===== config.mk =====
export PLATFORM = sky130hd
export DESIGN_NAME = hazard_ctl_flat
export DESIGN_NICKNAME = d
export VERILOG_FILES = /design/src/rtl/hazard_ctl_pkg.sv /design/src/rtl/hazard_ctl_if.sv /design/src/rtl/hazard_ldu_cmp.sv /design/src/rtl/hazard_ctl.sv /design/src/flat_wrapper.sv
export SDC_FILE = /design/constraint.sdc
export NUM_CORES = 1
export LEC_CHECK = 0
export ABC_AREA = 1
export BUFFER_PORTS_ARGS = -buffer_cell sky130_fd_sc_hd__buf_2
export CAP_MARGIN = 20
export CORE_UTILIZATION = 37
export DETAILED_ROUTE_END_ITERATION = 12
export PLACE_DENSITY = 0.63
export SETUP_SLACK_MARGIN = 0.2
export SLEW_MARGIN = 20
export SYNTH_ARGS = -nofsm -noshare
export SYNTH_HDL_FRONTEND = slang
export SYNTH_SLANG_ARGS = --single-unit

===== constraint.sdc =====
create_clock -name clk -period 2.3 [get_ports clk]
set_input_delay 0.115 -clock clk [delete_from_list [all_inputs] [get_ports clk]]
set_output_delay 0.115 -clock clk [all_outputs]
set_load 0.02 [all_outputs]

===== src/rtl/hazard_ctl_pkg.sv =====
// Shared types and defaults for the pipeline hazard controller.
package hazard_ctl_pkg;

  localparam int unsigned DEF_REG_W = 5;
  localparam int unsigned DEF_MC_W  = 6;
  localparam int unsigned REG_ZERO  = 0;

  typedef enum logic {
    ST_RUN   = 1'b0,
    ST_MULTI = 1'b1
  } state_t;

endpackage


===== src/rtl/hazard_ctl_if.sv =====
// Hazard-controller bundle: pipeline status in, stage-register controls out.
// Carries the perf counters when HAZARD_PERF_EN is defined.
interface hazard_ctl_if
  import hazard_ctl_pkg::*;
#(
  parameter int unsigned REG_W = DEF_REG_W,
  parameter int unsigned MC_W  = DEF_MC_W
);

  logic [REG_W-1:0] id_rs1;
  logic [REG_W-1:0] id_rs2;
  logic             id_use_rs1;
  logic             id_use_rs2;
  logic             ex_is_load;
  logic [REG_W-1:0] ex_rd;
  logic             mc_start;
  logic [MC_W-1:0]  mc_len;
  logic             br_taken;
  logic             mem_stall;

  logic             hold_pc;
  logic             hold_if_id;
  logic             clear_if_id;
  logic             hold_id_ex;
  logic             clear_id_ex;
  logic             hold_ex_mem;
  logic             clear_ex_mem;
  logic             hold_mem_wb;
  logic             clear_mem_wb;
  logic             mc_busy;
`ifdef HAZARD_PERF_EN
  logic [31:0]      perf_stall_cycles;
  logic [15:0]      perf_flushes;
`endif

  // Pipeline side: reports status, consumes controls.
  modport master (
    output id_rs1, id_rs2, id_use_rs1, id_use_rs2, ex_is_load, ex_rd,
    output mc_start, mc_len, br_taken, mem_stall,
    input  hold_pc, hold_if_id, clear_if_id, hold_id_ex, clear_id_ex,
    input  hold_ex_mem, clear_ex_mem, hold_mem_wb, clear_mem_wb, mc_busy
`ifdef HAZARD_PERF_EN
    , input perf_stall_cycles, perf_flushes
`endif
  );

  // Controller side.
  modport slave (
    input  id_rs1, id_rs2, id_use_rs1, id_use_rs2, ex_is_load, ex_rd,
    input  mc_start, mc_len, br_taken, mem_stall,
    output hold_pc, hold_if_id, clear_if_id, hold_id_ex, clear_id_ex,
    output hold_ex_mem, clear_ex_mem, hold_mem_wb, clear_mem_wb, mc_busy
`ifdef HAZARD_PERF_EN
    , output perf_stall_cycles, perf_flushes
`endif
  );

endinterface


===== src/rtl/hazard_ldu_cmp.sv =====
// Load-use comparator: flags an ID source that the load in EX has not yet produced.
module hazard_ldu_cmp
  import hazard_ctl_pkg::*;
#(
  parameter int unsigned REG_W = DEF_REG_W
) (
  input  logic [REG_W-1:0] i_id_rs1,
  input  logic [REG_W-1:0] i_id_rs2,
  input  logic             i_use_rs1,
  input  logic             i_use_rs2,
  input  logic             i_ex_is_load,
  input  logic [REG_W-1:0] i_ex_rd,
  output logic             o_hit_c
);

  logic w_rd_live;
  logic w_rs1_hit;
  logic w_rs2_hit;

  // Writes to the zero register never create a dependency.
  assign w_rd_live = i_ex_is_load && (i_ex_rd != REG_W'(REG_ZERO));
  assign w_rs1_hit = i_use_rs1 && (i_id_rs1 == i_ex_rd);
  assign w_rs2_hit = i_use_rs2 && (i_id_rs2 == i_ex_rd);
  assign o_hit_c   = w_rd_live && (w_rs1_hit || w_rs2_hit);

endmodule


===== src/rtl/hazard_ctl.sv =====
// Pipeline hazard controller: memory wait, multi-cycle EX, branch flush and
// load-use interlock for the 5-stage core. Controls are combinational so the
// stage registers see them before the capturing edge.
// Optional: define HAZARD_PERF_EN for stall-cycle and flush counters.
module hazard_ctl
  import hazard_ctl_pkg::*;
#(
  parameter int unsigned REG_W = DEF_REG_W,
  parameter int unsigned MC_W  = DEF_MC_W
) (
  input  logic         clk,
  input  logic         reset,
  hazard_ctl_if.slave  hz
);

  state_t          r_state;
  logic [MC_W-1:0] r_cnt;
  logic            w_len_ge2;
  logic            w_mc_stall;
  logic            w_br_flush;
  logic            w_ldu_hit;

  hazard_ldu_cmp #(.REG_W(REG_W)) u_ldu_cmp (
    .i_id_rs1     (hz.id_rs1),
    .i_id_rs2     (hz.id_rs2),
    .i_use_rs1    (hz.id_use_rs1),
    .i_use_rs2    (hz.id_use_rs2),
    .i_ex_is_load (hz.ex_is_load),
    .i_ex_rd      (hz.ex_rd),
    .o_hit_c      (w_ldu_hit)
  );

  assign w_len_ge2  = hz.mc_len >= MC_W'(2);
  assign w_mc_stall = ((r_state == ST_RUN) && hz.mc_start && w_len_ge2) ||
                      ((r_state == ST_MULTI) && (r_cnt != '0));
  // Flush only when nothing above it in priority is active.
  assign w_br_flush = !reset && !hz.mem_stall && !w_mc_stall &&
                      (r_state == ST_RUN) && hz.br_taken;

  // Multi-cycle FSM; everything freezes while memory is stalled.
  always_ff @(posedge clk) begin
    if (reset) begin
      r_state <= ST_RUN;
      r_cnt   <= '0;
    end else if (!hz.mem_stall) begin
      case (r_state)
        ST_RUN: begin
          if (hz.mc_start && w_len_ge2) begin
            r_state <= ST_MULTI;
            r_cnt   <= hz.mc_len - MC_W'(2);
          end
        end
        ST_MULTI: begin
          if (r_cnt != '0) r_cnt <= r_cnt - MC_W'(1);
          else             r_state <= ST_RUN;
        end
      endcase
    end
  end

  // Priority mux: reset > mem wait > multi-cycle > branch > load-use.
  always_comb begin
    hz.hold_pc      = 1'b0;
    hz.hold_if_id   = 1'b0;
    hz.clear_if_id  = 1'b0;
    hz.hold_id_ex   = 1'b0;
    hz.clear_id_ex  = 1'b0;
    hz.hold_ex_mem  = 1'b0;
    hz.clear_ex_mem = 1'b0;
    hz.hold_mem_wb  = 1'b0;
    hz.clear_mem_wb = 1'b0;
    hz.mc_busy      = !reset && (r_state == ST_MULTI);
    if (reset) begin
      hz.hold_pc      = 1'b1;
      hz.clear_if_id  = 1'b1;
      hz.clear_id_ex  = 1'b1;
      hz.clear_ex_mem = 1'b1;
      hz.clear_mem_wb = 1'b1;
    end else if (hz.mem_stall) begin
      hz.hold_pc      = 1'b1;
      hz.hold_if_id   = 1'b1;
      hz.hold_id_ex   = 1'b1;
      hz.hold_ex_mem  = 1'b1;
      hz.clear_mem_wb = 1'b1;
    end else if (w_mc_stall) begin
      hz.hold_pc      = 1'b1;
      hz.hold_if_id   = 1'b1;
      hz.hold_id_ex   = 1'b1;
      hz.clear_ex_mem = 1'b1;
    end else if (w_br_flush) begin
      hz.clear_if_id  = 1'b1;
      hz.clear_id_ex  = 1'b1;
    end else if (w_ldu_hit) begin
      hz.hold_pc      = 1'b1;
      hz.hold_if_id   = 1'b1;
      hz.clear_id_ex  = 1'b1;
    end
  end

`ifdef HAZARD_PERF_EN
  logic [31:0] r_perf_stall;
  logic [15:0] r_perf_flush;

  // Free-running wrap-around counters of PC-hold cycles and applied flushes.
  always_ff @(posedge clk) begin
    if (reset) begin
      r_perf_stall <= '0;
      r_perf_flush <= '0;
    end else begin
      if (hz.hold_pc) r_perf_stall <= r_perf_stall + 32'd1;
      if (w_br_flush) r_perf_flush <= r_perf_flush + 16'd1;
    end
  end

  assign hz.perf_stall_cycles = r_perf_stall;
  assign hz.perf_flushes      = r_perf_flush;
`endif

endmodule


===== src/flat_wrapper.sv =====
// flat-port wrapper written by rule: the top's interface ports become plain ports
module hazard_ctl_flat import hazard_ctl_pkg::*;
#(
  parameter int unsigned REG_W = DEF_REG_W,
  parameter int unsigned MC_W  = DEF_MC_W
)
  (clk, reset, hz_id_rs1, hz_id_rs2, hz_id_use_rs1, hz_id_use_rs2, hz_ex_is_load, hz_ex_rd, hz_mc_start, hz_mc_len, hz_br_taken, hz_mem_stall, hz_hold_pc, hz_hold_if_id, hz_clear_if_id, hz_hold_id_ex, hz_clear_id_ex, hz_hold_ex_mem, hz_clear_ex_mem, hz_hold_mem_wb, hz_clear_mem_wb, hz_mc_busy);
  hazard_ctl_if #(.REG_W(REG_W), .MC_W(MC_W)) hz_i ();
  input  logic clk;
  input  logic reset;
  input wire logic [$bits(hz_i.id_rs1)-1:0] hz_id_rs1;
  input wire logic [$bits(hz_i.id_rs2)-1:0] hz_id_rs2;
  input wire logic [$bits(hz_i.id_use_rs1)-1:0] hz_id_use_rs1;
  input wire logic [$bits(hz_i.id_use_rs2)-1:0] hz_id_use_rs2;
  input wire logic [$bits(hz_i.ex_is_load)-1:0] hz_ex_is_load;
  input wire logic [$bits(hz_i.ex_rd)-1:0] hz_ex_rd;
  input wire logic [$bits(hz_i.mc_start)-1:0] hz_mc_start;
  input wire logic [$bits(hz_i.mc_len)-1:0] hz_mc_len;
  input wire logic [$bits(hz_i.br_taken)-1:0] hz_br_taken;
  input wire logic [$bits(hz_i.mem_stall)-1:0] hz_mem_stall;
  output wire logic [$bits(hz_i.hold_pc)-1:0] hz_hold_pc;
  output wire logic [$bits(hz_i.hold_if_id)-1:0] hz_hold_if_id;
  output wire logic [$bits(hz_i.clear_if_id)-1:0] hz_clear_if_id;
  output wire logic [$bits(hz_i.hold_id_ex)-1:0] hz_hold_id_ex;
  output wire logic [$bits(hz_i.clear_id_ex)-1:0] hz_clear_id_ex;
  output wire logic [$bits(hz_i.hold_ex_mem)-1:0] hz_hold_ex_mem;
  output wire logic [$bits(hz_i.clear_ex_mem)-1:0] hz_clear_ex_mem;
  output wire logic [$bits(hz_i.hold_mem_wb)-1:0] hz_hold_mem_wb;
  output wire logic [$bits(hz_i.clear_mem_wb)-1:0] hz_clear_mem_wb;
  output wire logic [$bits(hz_i.mc_busy)-1:0] hz_mc_busy;
  assign hz_i.id_rs1 = hz_id_rs1;
  assign hz_i.id_rs2 = hz_id_rs2;
  assign hz_i.id_use_rs1 = hz_id_use_rs1;
  assign hz_i.id_use_rs2 = hz_id_use_rs2;
  assign hz_i.ex_is_load = hz_ex_is_load;
  assign hz_i.ex_rd = hz_ex_rd;
  assign hz_i.mc_start = hz_mc_start;
  assign hz_i.mc_len = hz_mc_len;
  assign hz_i.br_taken = hz_br_taken;
  assign hz_i.mem_stall = hz_mem_stall;
  assign hz_hold_pc = hz_i.hold_pc;
  assign hz_hold_if_id = hz_i.hold_if_id;
  assign hz_clear_if_id = hz_i.clear_if_id;
  assign hz_hold_id_ex = hz_i.hold_id_ex;
  assign hz_clear_id_ex = hz_i.clear_id_ex;
  assign hz_hold_ex_mem = hz_i.hold_ex_mem;
  assign hz_clear_ex_mem = hz_i.clear_ex_mem;
  assign hz_hold_mem_wb = hz_i.hold_mem_wb;
  assign hz_clear_mem_wb = hz_i.clear_mem_wb;
  assign hz_mc_busy = hz_i.mc_busy;
  hazard_ctl #(.REG_W(REG_W), .MC_W(MC_W)) u_core (.clk(clk), .reset(reset), .hz(hz_i));
endmodule

# [Word level (Yosys, flattened, before mapping)]
# Cells that the tools add are included.
[totals] reg_bits=7 in_bits=29 out_inout_bits=10 wordCells=60
[op_classes] add_sub_neg=2 magnitude_cmp=1 eq_ne=4 n_mux=28 n_bitwise=2 n_reduce_logical=21
[op_table] op="1-bit 2-to-1 mux" count=24
[op_table] op="1-bit logical AND" count=13
[op_table] op="6-bit 2-to-1 mux" count=2
[op_table] op="6-bit one-hot mux with 2 select lines" count=1
[op_table] op="5-bit equality test" count=2
[op_table] op="6-bit by 2-bit >= comparator with 1-bit output, second input constant" count=1
[op_table] op="6-bit nonzero test" count=1
[op_table] op="6-bit by 1-bit subtractor with 6-bit output, second input constant" count=1
[op_table] op="6-bit by 2-bit subtractor with 6-bit output, second input constant" count=1
[op_table] op="5-bit nonzero test" count=1
[op_table] op="2-bit inequality test, second input constant" count=2
[op_table] op="1-bit logical NOT" count=3
[op_table] op="3-bit AND reduction" count=1
[op_table] op="1-bit logical OR" count=2
[op_table] op="1-bit inverter" count=2
[op_table] op="1-bit one-hot mux with 2 select lines" count=1

# [Depth between registers and ports, before layout]
# Gate-level depths: netlist of run 1.
[depth] word_depth=12 mapped_depth=9 depth_no_buf=9

# [By module]
# Synthesis of run 1 repeated with hierarchy kept, for this count alone.
[unflattened] cells_unflattened=176 hier_area_um2=928.4
[by_module_without_submodules] module="hazard_ctl" n_inst=1 cells_each=122 area_each_um2=711.9 seq_area_each_um2=140.1
[by_module_without_submodules] module="hazard_ldu_cmp" n_inst=1 cells_each=54 area_each_um2=216.5 seq_area_each_um2=0.0

# [Worst setup path before layout of run 1]
# No wires, ideal clock.
[synth_path] kind="reg2out" from="register u_core.r_cnt[0]" to="output port hz_hold_if_id" arrival_time_ns=1.232 t_required_ns=2.185 setup_slack_ns=0.953 stages_incl_launch_ff=8 path_buffers=0 path_cell_list="dfxtp_1 inv_1 ha_1 nand4_1 nand2_1 nand2_2 nor2_2 a21oi_1"
[synth_via] elab_chain_cells=11
[synth_lines] element="from (decl)" line="hazard_ctl.sv:17" rtl="logic [MC_W-1:0] r_cnt;"
[synth_lines] element="from (signal assigned)" line="hazard_ctl.sv:50" rtl="r_cnt <= hz.mc_len - MC_W'(2);"
[synth_lines] element="from (signal assigned)" line="hazard_ctl.sv:54" rtl="if (r_cnt != '0) r_cnt <= r_cnt - MC_W'(1);"
[synth_lines] element="6-bit nonzero test *" line="hazard_ctl.sv:35" rtl="((r_state == ST_MULTI) && (r_cnt != '0));"
[synth_lines] element="1-bit logical AND *" line="hazard_ctl.sv:35"
[synth_lines] element="1-bit logical OR *" line="hazard_ctl.sv:34" rtl="assign w_mc_stall = ((r_state == ST_RUN) && hz.mc_start && w_len_ge2) ||"
[synth_lines] element="1-bit logical NOT" line="hazard_ctl.sv:37" rtl="assign w_br_flush = !reset && !hz.mem_stall && !w_mc_stall &&"
[synth_lines] element="1-bit logical AND (2 in series)" line="hazard_ctl.sv:37"
[synth_lines] element="1-bit logical AND" line="hazard_ctl.sv:38" rtl="(r_state == ST_RUN) && hz.br_taken;"
[synth_lines] element="1-bit 2-to-1 mux" line="hazard_ctl.sv:90" rtl="end else if (w_br_flush) begin"
[synth_lines] element="1-bit 2-to-1 mux *" line="hazard_ctl.sv:85" rtl="end else if (w_mc_stall) begin"
[synth_lines] element="1-bit 2-to-1 mux *" line="hazard_ctl.sv:79" rtl="end else if (hz.mem_stall) begin"
[synth_lines] element="1-bit 2-to-1 mux *" line="hazard_ctl.sv:73" rtl="if (reset) begin"
[synth_lines] element="to (decl)" line="flat_wrapper.sv:22" rtl="output wire logic [$bits(hz_i.hold_if_id)-1:0] hz_hold_if_id;"
# Mark *: on every way between the ends. The rest lies on a longest branch, timed or not.

# [Worst setup path in the final report of run 1]
[layout_path] from="register u_core.r_cnt[0]" to="output port hz_clear_id_ex"
[layout_via] elab_chain_cells=11
[layout_lines] element="6-bit nonzero test *" line="hazard_ctl.sv:35"
[layout_lines] element="1-bit logical AND *" line="hazard_ctl.sv:35"
[layout_lines] element="1-bit logical OR *" line="hazard_ctl.sv:34"
[layout_lines] element="1-bit logical NOT" line="hazard_ctl.sv:37"
[layout_lines] element="1-bit logical AND (2 in series)" line="hazard_ctl.sv:37"
[layout_lines] element="1-bit logical AND" line="hazard_ctl.sv:38"
[layout_lines] element="1-bit 2-to-1 mux" line="hazard_ctl.sv:90"
[layout_lines] element="1-bit 2-to-1 mux *" line="hazard_ctl.sv:85"
[layout_lines] element="1-bit 2-to-1 mux *" line="hazard_ctl.sv:79"
[layout_lines] element="1-bit 2-to-1 mux *" line="hazard_ctl.sv:73"
[layout_lines] element="to (decl)" line="flat_wrapper.sv:25" rtl="output wire logic [$bits(hz_i.clear_id_ex)-1:0] hz_clear_id_ex;"
# Marks and branches as above.

==> run summary, run 1 <==
The tools report the maximum clock frequency as 578 MHz. The clock drives 7 sinks. The buffers plus inverters on the worst setup path came out at 2. Switching power of the nets: 0.205 mW. Once the floorplan was initialized, standard cells occupied 40.8% of the core. The combinational group share of total power was 45.2%. The number of fill cells is 231. The power density relative to cell area is 464 nW/um2.

The tools report the root buffer cell as sky130_fd_sc_hd__clkbuf_4. On the critical path the largest part of the delay comes from simple AND/OR/NAND/NOR gates. The weighted congestion reported at the end of routability-driven placement was 0.807; the count of input and output buffers was 37. The I/O pin total came out at 39. The most used flip-flop cell after synthesis is sky130_fd_sc_hd__dfxtp_1. Max-cap violations in this run came to 0.

For this run, the detailed router's first-pass iteration total came to 5. In the synthesized netlist, the cells that appear most often are sky130_fd_sc_hd__nand2_1 (55), sky130_fd_sc_hd__inv_1 (28), sky130_fd_sc_hd__nor2_1 (21). The most numerous cell type found on the critical path is sky130_fd_sc_hd__nand3_1. The clock latency at the later pin of the worst-skew pair is 260 ps.

The tools report the largest net degree at the start of global routing as 11. In this run the core area contains 16 standard-cell rows. The first global-routing pass estimated 3780 um of wire. In the post-synthesis netlist, the cell with the most instances is sky130_fd_sc_hd__nand2_1. Adding up every negative setup slack in the final design gives 0 ps. The final critical-path required period is 1730 ps, and the post-detailed-route count of antenna-violating nets is 0. The count of flip-flops with a built-in enable after synthesis is 0. Clock-pin slew was measured on the worst setup and hold paths at 60 ps. In this run the vertical extent of the chip is 49.5 um. For the final database, setup skew stands at 6.07 ps. The ratio of cells with drive above 1 in the final layout was 25.3%; the share of the yosys chip area belonging to registers was 16.8%.

Final antenna diode count: 0. The synthesized instance count is 159, and the overall fraction of global-route tracks in use is 19.6%. STA puts the critical path data required time at 2180 ps.

The area growth from synthesis to layout is 27.2%. The top cell type by area accounts for 24.8% of the synthesized area. The finished cells cover 1060 um2.

In this run the static leakage power is 0.659 nW. The path class of the lowest-slack min-delay path is in -> reg. Setup repair after global routing left no endpoint under its margin. Data arrives at the worst endpoint at 1620 ps. Overall power consumption after layout is estimated at 0.492 mW. The distinct cell type count after synthesis was 23; the number of global-route vias before repair was 971. The cell area that synthesis handed to floorplanning was 833 um2.

The region available for standard cell placement spans 2040 um2. The maximum single-stage delay on the critical path was 320 ps. Walking the worst path, the cells encountered are inv_1, ha_1, nand4_1, nand2_1, nand2_2, nor2_2, nand3_1, nand3_1, buf_2. The maximum net fanout on the critical path works out to 4. The die covers 2450 um2. The register share of total power came out at 30.6%. The largest total area in the synthesized netlist belongs to sky130_fd_sc_hd__nand2_1.

Worst ir drop on vdd: 0.000373 V. In this run, the number of DRC markers left after iteration 0 of detailed routing was 27. The register cell area after layout is 140 um2. Setup violations remaining at the end of the flow were counted as 0. The run gives 191 as the number of nets in the synthesized netlist.

Number of pins with negative max-slew slack in the final report: 0. The run gives 0 as the buffer count from post-CTS setup fixing. The post-synthesis register bit count came out at 7. The slowest stage of the critical path is the sky130_fd_sc_hd__dfxtp_1 cell.

Dividing the detail-routed wire length by the instance count gives 9.45 um. By startpoint and endpoint, the worst setup path is classified as reg -> out. The number of buffers on the longest clock path is 2. The hold buffer count at CTS is 0, and the post-synthesis async set-or-reset flop share is 0%.

Using the TritonRoute via totals, the vias-per-cell ratio works out to 4.61. In the finished design, the share of the clock period the worst path needs comes to 75.3%. From left edge to right edge, the die measures 49.5 um.

In the final layout, the multi-input gates occupy 552 um2. TritonCTS built the clock tree. After the last flow step, the layout net total stands at 231. The number of endpoints with negative hold slack in the final report is 0. The flow ran to the end, and the final reports show no timing, DRC or antenna violations.

The H-tree depth was 1; the proportion of power drawn by the clock network was 24.2%. Averaged over all synthesized cells, the footprint is 5.24 um2. Yosys attributes the largest share of cell area to sky130_fd_sc_hd__nand2_1 (25%), sky130_fd_sc_hd__dfxtp_1 (17%), sky130_fd_sc_hd__inv_1 (13%). In this run switching power makes up 41.6% of total power. The number of antenna violations at the first check in global routing is 0. Summed over all layers, the routed wires come to 2130 um. Detailed routing inserted a total of 1037 vias. The critical path capture point type was a primary output.

The placed instances occupy a cell area of 1030 um2. After detailed routing, the number of remaining DRC violations is 0. Post-CTS repair changed the size of 0 cells.

The run gives 1710 um as the placed wire-length estimate. In this run, CTS created clock tree buffers numbering 3. The logs give 0 for the total global routing overflow and 0 for the count of warnings emitted by yosys. Cell internal power was estimated by the tool at 0.287 mW. The startpoint class of the critical path was a flop.
worst paths after layout:
check | from | to | slack (ps) | cells after the start
hold / removal | reset | u_core.r_cnt[4] | 100 | 2
hold reg to reg | u_core.r_cnt[4] | u_core.r_cnt[4] | 510 | 2
setup reg to reg | u_core.r_cnt[0] | u_core.r_cnt[4] | 980 | 9
setup / recovery | u_core.r_cnt[0] | hz_clear_id_ex | 570 | 9
cells by family (layout without fill, tap and decap cells):
kind of cell / after synthesis / after routing / share of synthesized area [%]
buffers and inverters: 34 / 73 / 17.0
AOI/OAI and AO/OA: 16 / 16 / 10.7
adders and majority gates: 3 / 3 / 4.50
DFF: 7 / 7 / 16.8
xor gates and xnor gates: 3 / 3 / 3.15
and+or+nand+nor: 95 / 95 / 47.4
other: 1 / 1 / 0.450
flip-flops by register name (all words and copies together) (netlist names):
signal and cells:
u_core.r_state 1, u_core.r_cnt 6
layout by cell type (no fill, tap or decap), drive strengths merged:
| cell type | n |
|---|---|
| a21oi | 7 |
| a31oi | 1 |
| buf | 37 |
| clkbuf | 4 |
| clkinv | 1 |
| conb | 1 |
| dfxtp | 7 |
| ha | 3 |
| inv | 31 |
| nand2 | 57 |
| nand3 | 11 |
| nand4 | 3 |
| nor2 | 24 |
| o21ai | 8 |
| xnor2 | 1 |
| xor2 | 2 |
stage by stage:
stage / hold WS, ps / cells / util (%) / worst slack (ps)
global placement: 355 / 221 / 50.6 / 886
floorplan: 177 / 159 / - / 953
detailed placement: 361 / 221 / 50.6 / 852
global route: 91.9 / 225 / 51.9 / 431
CTS: 97.1 / 225 / 51.9 / 558
finish: 98.6 / 225 / 51.9 / 569
metal layers:
layer,vias to the layer above,track usage [%],routed length [um]
met3,2,4.63,131
met1,440,25.5,1060
met5,-,0,0
li1,559,-,-
met2,36,33.1,916
met4,0,3.33,14
power by group through the flow:
stage               clock network [mW]  logic [mW]  registers (mW)
floorplan                            0       0.163           0.146
global placement                     0       0.219           0.152
detailed placement                   0       0.220           0.152
CTS                              0.120       0.222           0.150
global route                     0.132       0.257           0.152
finish                           0.119       0.222           0.150
final cells by class:
cell class	count	share of cell area (%)
well taps	27	3.19
clock buffers	4	2.48
flip-flops and latches	7	13.2
multi-input cells	118	52.1
inverters	32	11.6
repair buffers	37	17.5
No activity file was read; power rests on OpenSTA's default activity.
==> run 2, diff against run 1 <==
--- a/config.mk
+++ b/config.mk
@@ -5,12 +5,12 @@
 export SDC_FILE = /design/constraint.sdc
 export NUM_CORES = 1
 export LEC_CHECK = 0
-export ABC_AREA = 1
+export ABC_AREA = 0
 export BUFFER_PORTS_ARGS = -buffer_cell sky130_fd_sc_hd__buf_2
 export CAP_MARGIN = 20
 export CORE_UTILIZATION = 37
 export DETAILED_ROUTE_END_ITERATION = 12
-export PLACE_DENSITY = 0.63
+export PLACE_DENSITY = 0.67
 export SETUP_SLACK_MARGIN = 0.2
 export SLEW_MARGIN = 20
 export SYNTH_ARGS = -nofsm -noshare
==> constraint.sdc (replaced) <==
create_clock -name clk -period 1.45 [get_ports clk]
set_input_delay 0.0725 -clock clk [delete_from_list [all_inputs] [get_ports clk]]
set_output_delay 0.0725 -clock clk [all_outputs]
set_load 0.02 [all_outputs]
==> run summary, run 2 <==
Critical path capture point type: a primary output (unchanged). The die width is 47.7 um (was 49.5 um), and the number of buffers added by the clock tree synthesis step is 3 (unchanged). Top cells by area in the synthesized netlist: sky130_fd_sc_hd__dfxtp_1 (18%), sky130_fd_sc_hd__xor2_1 (10%), sky130_fd_sc_hd__ha_1 (4.9%) (was sky130_fd_sc_hd__nand2_1 (25%), sky130_fd_sc_hd__dfxtp_1 (17%), sky130_fd_sc_hd__inv_1 (13%)). The number of global-route vias before repair was 872 (was 971).

TritonCTS built the clock tree. The run gives 0.388 mW (was 0.205 mW) as the switching power of the nets. Portion of the clock cycle consumed by the worst path in the final layout: 115%.

Sum of negative setup slack: -1180 ps (was 0 ps). Root buffer cell: sky130_fd_sc_hd__clkbuf_4 (unchanged). For the cell-internal power, the log shows 0.614 mW (was 0.287 mW). Ordered list of cells on the worst path: inv_2, ha_4, nand4_1, a211o_1, o211ai_1, buf_4 (was inv_1, ha_1, nand4_1, nand2_1, nand2_2, nor2_2, nand3_1, nand3_1, buf_2). The register share of total power is 23.2% (was 30.6%), and the post-detailed-route count of antenna-violating nets is 0 (unchanged).

The count of input and output buffers is 37 (unchanged), and the clock latency at the later pin of the worst-skew pair is 280 ps (was 260 ps). The register with the highest flop count was u_core.r_cnt (unchanged). For the distinct cell type count after synthesis, the log shows 44 (was 23). The switching share of total power was 38.7% (was 41.6%); the area of the mapped netlist was 773 um2 (was 833 um2). The area fraction of the dominant cell type after synthesis came out at 18.1% (was 24.8%). The run gives 1380 ps (was 2180 ps) as the data required time of the worst path. The count of flip-flops with a built-in enable after synthesis was 0 (unchanged). The run finished, with violations left. The tools report the number of pins with negative max-slew slack in the final report as 0 (unchanged).

The overall fraction of global-route tracks in use came out at 24.4% (was 19.6%). The final reports fail on negative setup slack. Leading cell types in the layout, fill and taps excluded: sky130_fd_sc_hd__buf_2 (30), sky130_fd_sc_hd__buf_4 (23), sky130_fd_sc_hd__buf_6 (11), sky130_fd_sc_hd__xor2_1 (9) (was sky130_fd_sc_hd__nand2_1 (55), sky130_fd_sc_hd__buf_2 (37), sky130_fd_sc_hd__inv_1 (28), sky130_fd_sc_hd__nor2_1 (21), sky130_fd_sc_hd__nand3_1 (11)).

The run gives 2280 um2 (was 2450 um2) as the total die area. The path class of the lowest-slack min-delay path is in -> reg (unchanged). The arrival time reported for the critical path endpoint was 1600 ps (was 1620 ps); the number of buffers on the longest clock path was 2 (unchanged).

Setup repair after global routing could not meet its margin everywhere. The placed wire-length estimate is 1810 um (was 1710 um), and the H-tree depth is 1 (unchanged). The startpoint class of the critical path is a flop (unchanged). The run gives 174 (was 231) as the number of fill cells. Count of nets after finishing: 199 (was 231). Top flop regs: u_core.r_cnt (6), u_core.r_state (1) (unchanged). The post-detailed-route DRC marker count is 0 (unchanged). The post-placement worst setup slack was -37.9 ps (was 852 ps); the I/O pin total was 39 (unchanged). The run gives 0.000590 V (was 0.000373 V) as the worst ir drop on vdd. The number of endpoints with negative hold slack in the final report was 0 (unchanged). The tools report the hold buffer count at CTS as 0 (unchanged).

The final antenna diode count was 0 (unchanged). The number of nets in the synthesized netlist is 132 (was 191), and the share of the yosys chip area belonging to registers is 18.1% (was 16.8%). The register cell area after layout came out at 150 um2 (was 140 um2). Critical path class: reg -> out (unchanged). The flip-flop count of the largest register, all copies and words added works out to 6 (unchanged). The count of warnings emitted by yosys came out at 0 (unchanged). Maximum single-stage delay on the critical path: 330 ps (was 320 ps).

The post-synthesis async set-or-reset flop share is 0% (unchanged). The logs give 3.75 ps (was 6.07 ps) for the worst clock skew on the final layout and 72.7% (was 51.9%) for the final core utilization. The run gives 0 (unchanged) as the count of max-cap constraint violations. Height of the die: 47.7 um (was 49.5 um). Top cell types by occurrence after synthesis: sky130_fd_sc_hd__nor2_1 (9), sky130_fd_sc_hd__xor2_1 (9), sky130_fd_sc_hd__dfxtp_1 (7), sky130_fd_sc_hd__inv_1 (7) (was sky130_fd_sc_hd__nand2_1 (55), sky130_fd_sc_hd__inv_1 (28), sky130_fd_sc_hd__nor2_1 (21)).

The total number of clock tree sinks was 7 (unchanged); the final routed wire length divided by cell count was 14.1 um (was 9.45 um). The average instance area after synthesis was 7.73 um2 (was 5.24 um2). The ratio of cells with drive above 1 in the final layout was 58.4% (was 25.3%).

Post-synthesis register bit count: 7 (unchanged). Cell taking the most area after synthesis: sky130_fd_sc_hd__dfxtp_1 (was sky130_fd_sc_hd__nand2_1). The combinational group share of total power was 56.3% (was 45.2%); the weighted congestion reported at the end of routability-driven placement was 0.845 (was 0.807). The starting density of the core is 39.4% (was 40.8%). The logs give -224 ps (was 569 ps) for the final critical-path setup slack and 2720 um (was 2130 um) for the final wirelength. Power density relative to cell area: 702 nW/um2 (was 464 nW/um2). The most common library cell in the layout ignoring fill and taps is sky130_fd_sc_hd__buf_2 (was sky130_fd_sc_hd__nand2_1).

The buffers plus inverters on the worst setup path came out at 2 (unchanged). The gate family responsible for the most delay along the worst path was compound AO/OA/AOI/OAI gates (was simple AND/OR/NAND/NOR gates). The number of violations reported at the end of detailed-routing iteration 0 came out at 18 (was 27). The logs give 173 (was 221) for the instance count after placement with tap cells included and 3810 um (was 3780 um) for the wire length of the first global-routing pass.

The largest net degree at the start of global routing is 14 (was 11). The run gives 100 (was 159) as the synthesized instance count. Timing would allow up to 597 MHz. The most used flip-flop cell after synthesis was sky130_fd_sc_hd__dfxtp_1 (unchanged). The count of vias placed by the detailed router came out at 1030 (was 1037). The number of non-filler instances in the completed layout was 193 (was 225). The leakage power summed over all cells is 0.620 nW (was 0.659 nW), and the vias per cell is 5.34 (was 4.61).

The slowest cell on the critical path was sky130_fd_sc_hd__dfxtp_2 (was sky130_fd_sc_hd__dfxtp_1). The register clock-pin slew on the reported worst setup and hold paths is 60 ps (about the same), and the area of the core region is 1960 um2 (was 2040 um2). The setup violation total in the final timing report came out at 9 (was 0). The area used by multi-input combinational logic was 704 um2 (was 552 um2); the number of antenna violations at the first check in global routing was 0 (unchanged). Number of iterations in the first detailed-routing pass: 4 (was 5).

The logs give 20.5% (was 24.2%) for the proportion of power drawn by the clock network and 0 (unchanged) for the total global routing overflow. The worst path in the final design needs a cycle of 1670 ps, including I/O delays and setup. The run gives 16 (unchanged) as the row count. The maximum net fanout on the critical path was 3 (was 4). The synthesis-to-layout area growth came out at 84.5% (was 27.2%).
[run 2: path summary, 6_finish.rpt]
path,start,endpoint,slack (ps),depth (start not counted)
worst min register to register,u_core.r_cnt[0],u_core.r_cnt[0],530,2
worst max-delay path,u_core.r_cnt[1],hz_clear_id_ex,-220,6
worst min-delay path,hz_mem_stall,u_core.r_state,90,2
worst max register to register,u_core.r_state,u_core.r_cnt[5],-110,5
[run 2: cell families (layout without fill, tap and decap cells)]
kind of cell | after synthesis | in the layout | synth area share, %
DFF | 7 | 7 | 18.1
muxes | 1 | 1 | 1.29
adders and majority gates | 3 | 3 | 4.85
other | 1 | 1 | 0.485
AOI/OAI and AO/OA | 31 | 31 | 30.6
buffers and inverters | 11 | 77 | 5.99
and+or+nand+nor | 33 | 33 | 23.9
xor gates and xnor gates | 13 | 13 | 14.7
[run 2: metrics by stage]
stage               hold slack, ps  power, mW  area, um2
floorplan                      169      0.474        832
global placement               345      0.623       1120
detailed placement             349      0.628       1120
CTS                            102      0.917       1300
global route                  95.7       1.06       1430
finish                        92.1       1.00       1430
[run 2: worst reg2reg max path: stages, from the launching register on]
cell and delay [ps]:
sky130_fd_sc_hd__dfxtp_4 360, sky130_fd_sc_hd__buf_12 140, sky130_fd_sc_hd__buf_4 140, sky130_fd_sc_hd__a41o_1 270, sky130_fd_sc_hd__or3_1 340, sky130_fd_sc_hd__a32o_1 210
[run 2: routing by layer]
layer	share of wire (%)	vias up	track usage, %
met5	0	-	0
met4	2.2	0	7.78
met3	6.3	6	7.17
met2	52	42	40.8
met1	39	474	30.0
li1	-	508	-
[run 2: what timing repair did]
action | in CTS | in global routing
pin swaps | 13 | 6
setup buffers | 7 | 9
gates resized for setup | 28 | 16
endpoints found under the setup margin | 14 | 14
[run 2: final cells by class]
type / instances / area share (%)
Sequential cell: 7 / 10.5
Timing Repair Buffer: 65 / 32.7
Inverter: 8 / 3.16
Clock buffer: 4 / 1.84
Tap cell: 27 / 2.37
Multi-Input combinational cell: 82 / 49.4
[run 2: power groups by stage]
stage / combinational, mW / sequential (mW) / clock, mW
after detailed placement: 0.394 / 0.234 / 0
final: 0.563 / 0.232 / 0.206
after floorplan: 0.240 / 0.234 / 0
after global placement: 0.389 / 0.234 / 0
after global routing: 0.605 / 0.234 / 0.218
after CTS: 0.491 / 0.230 / 0.195
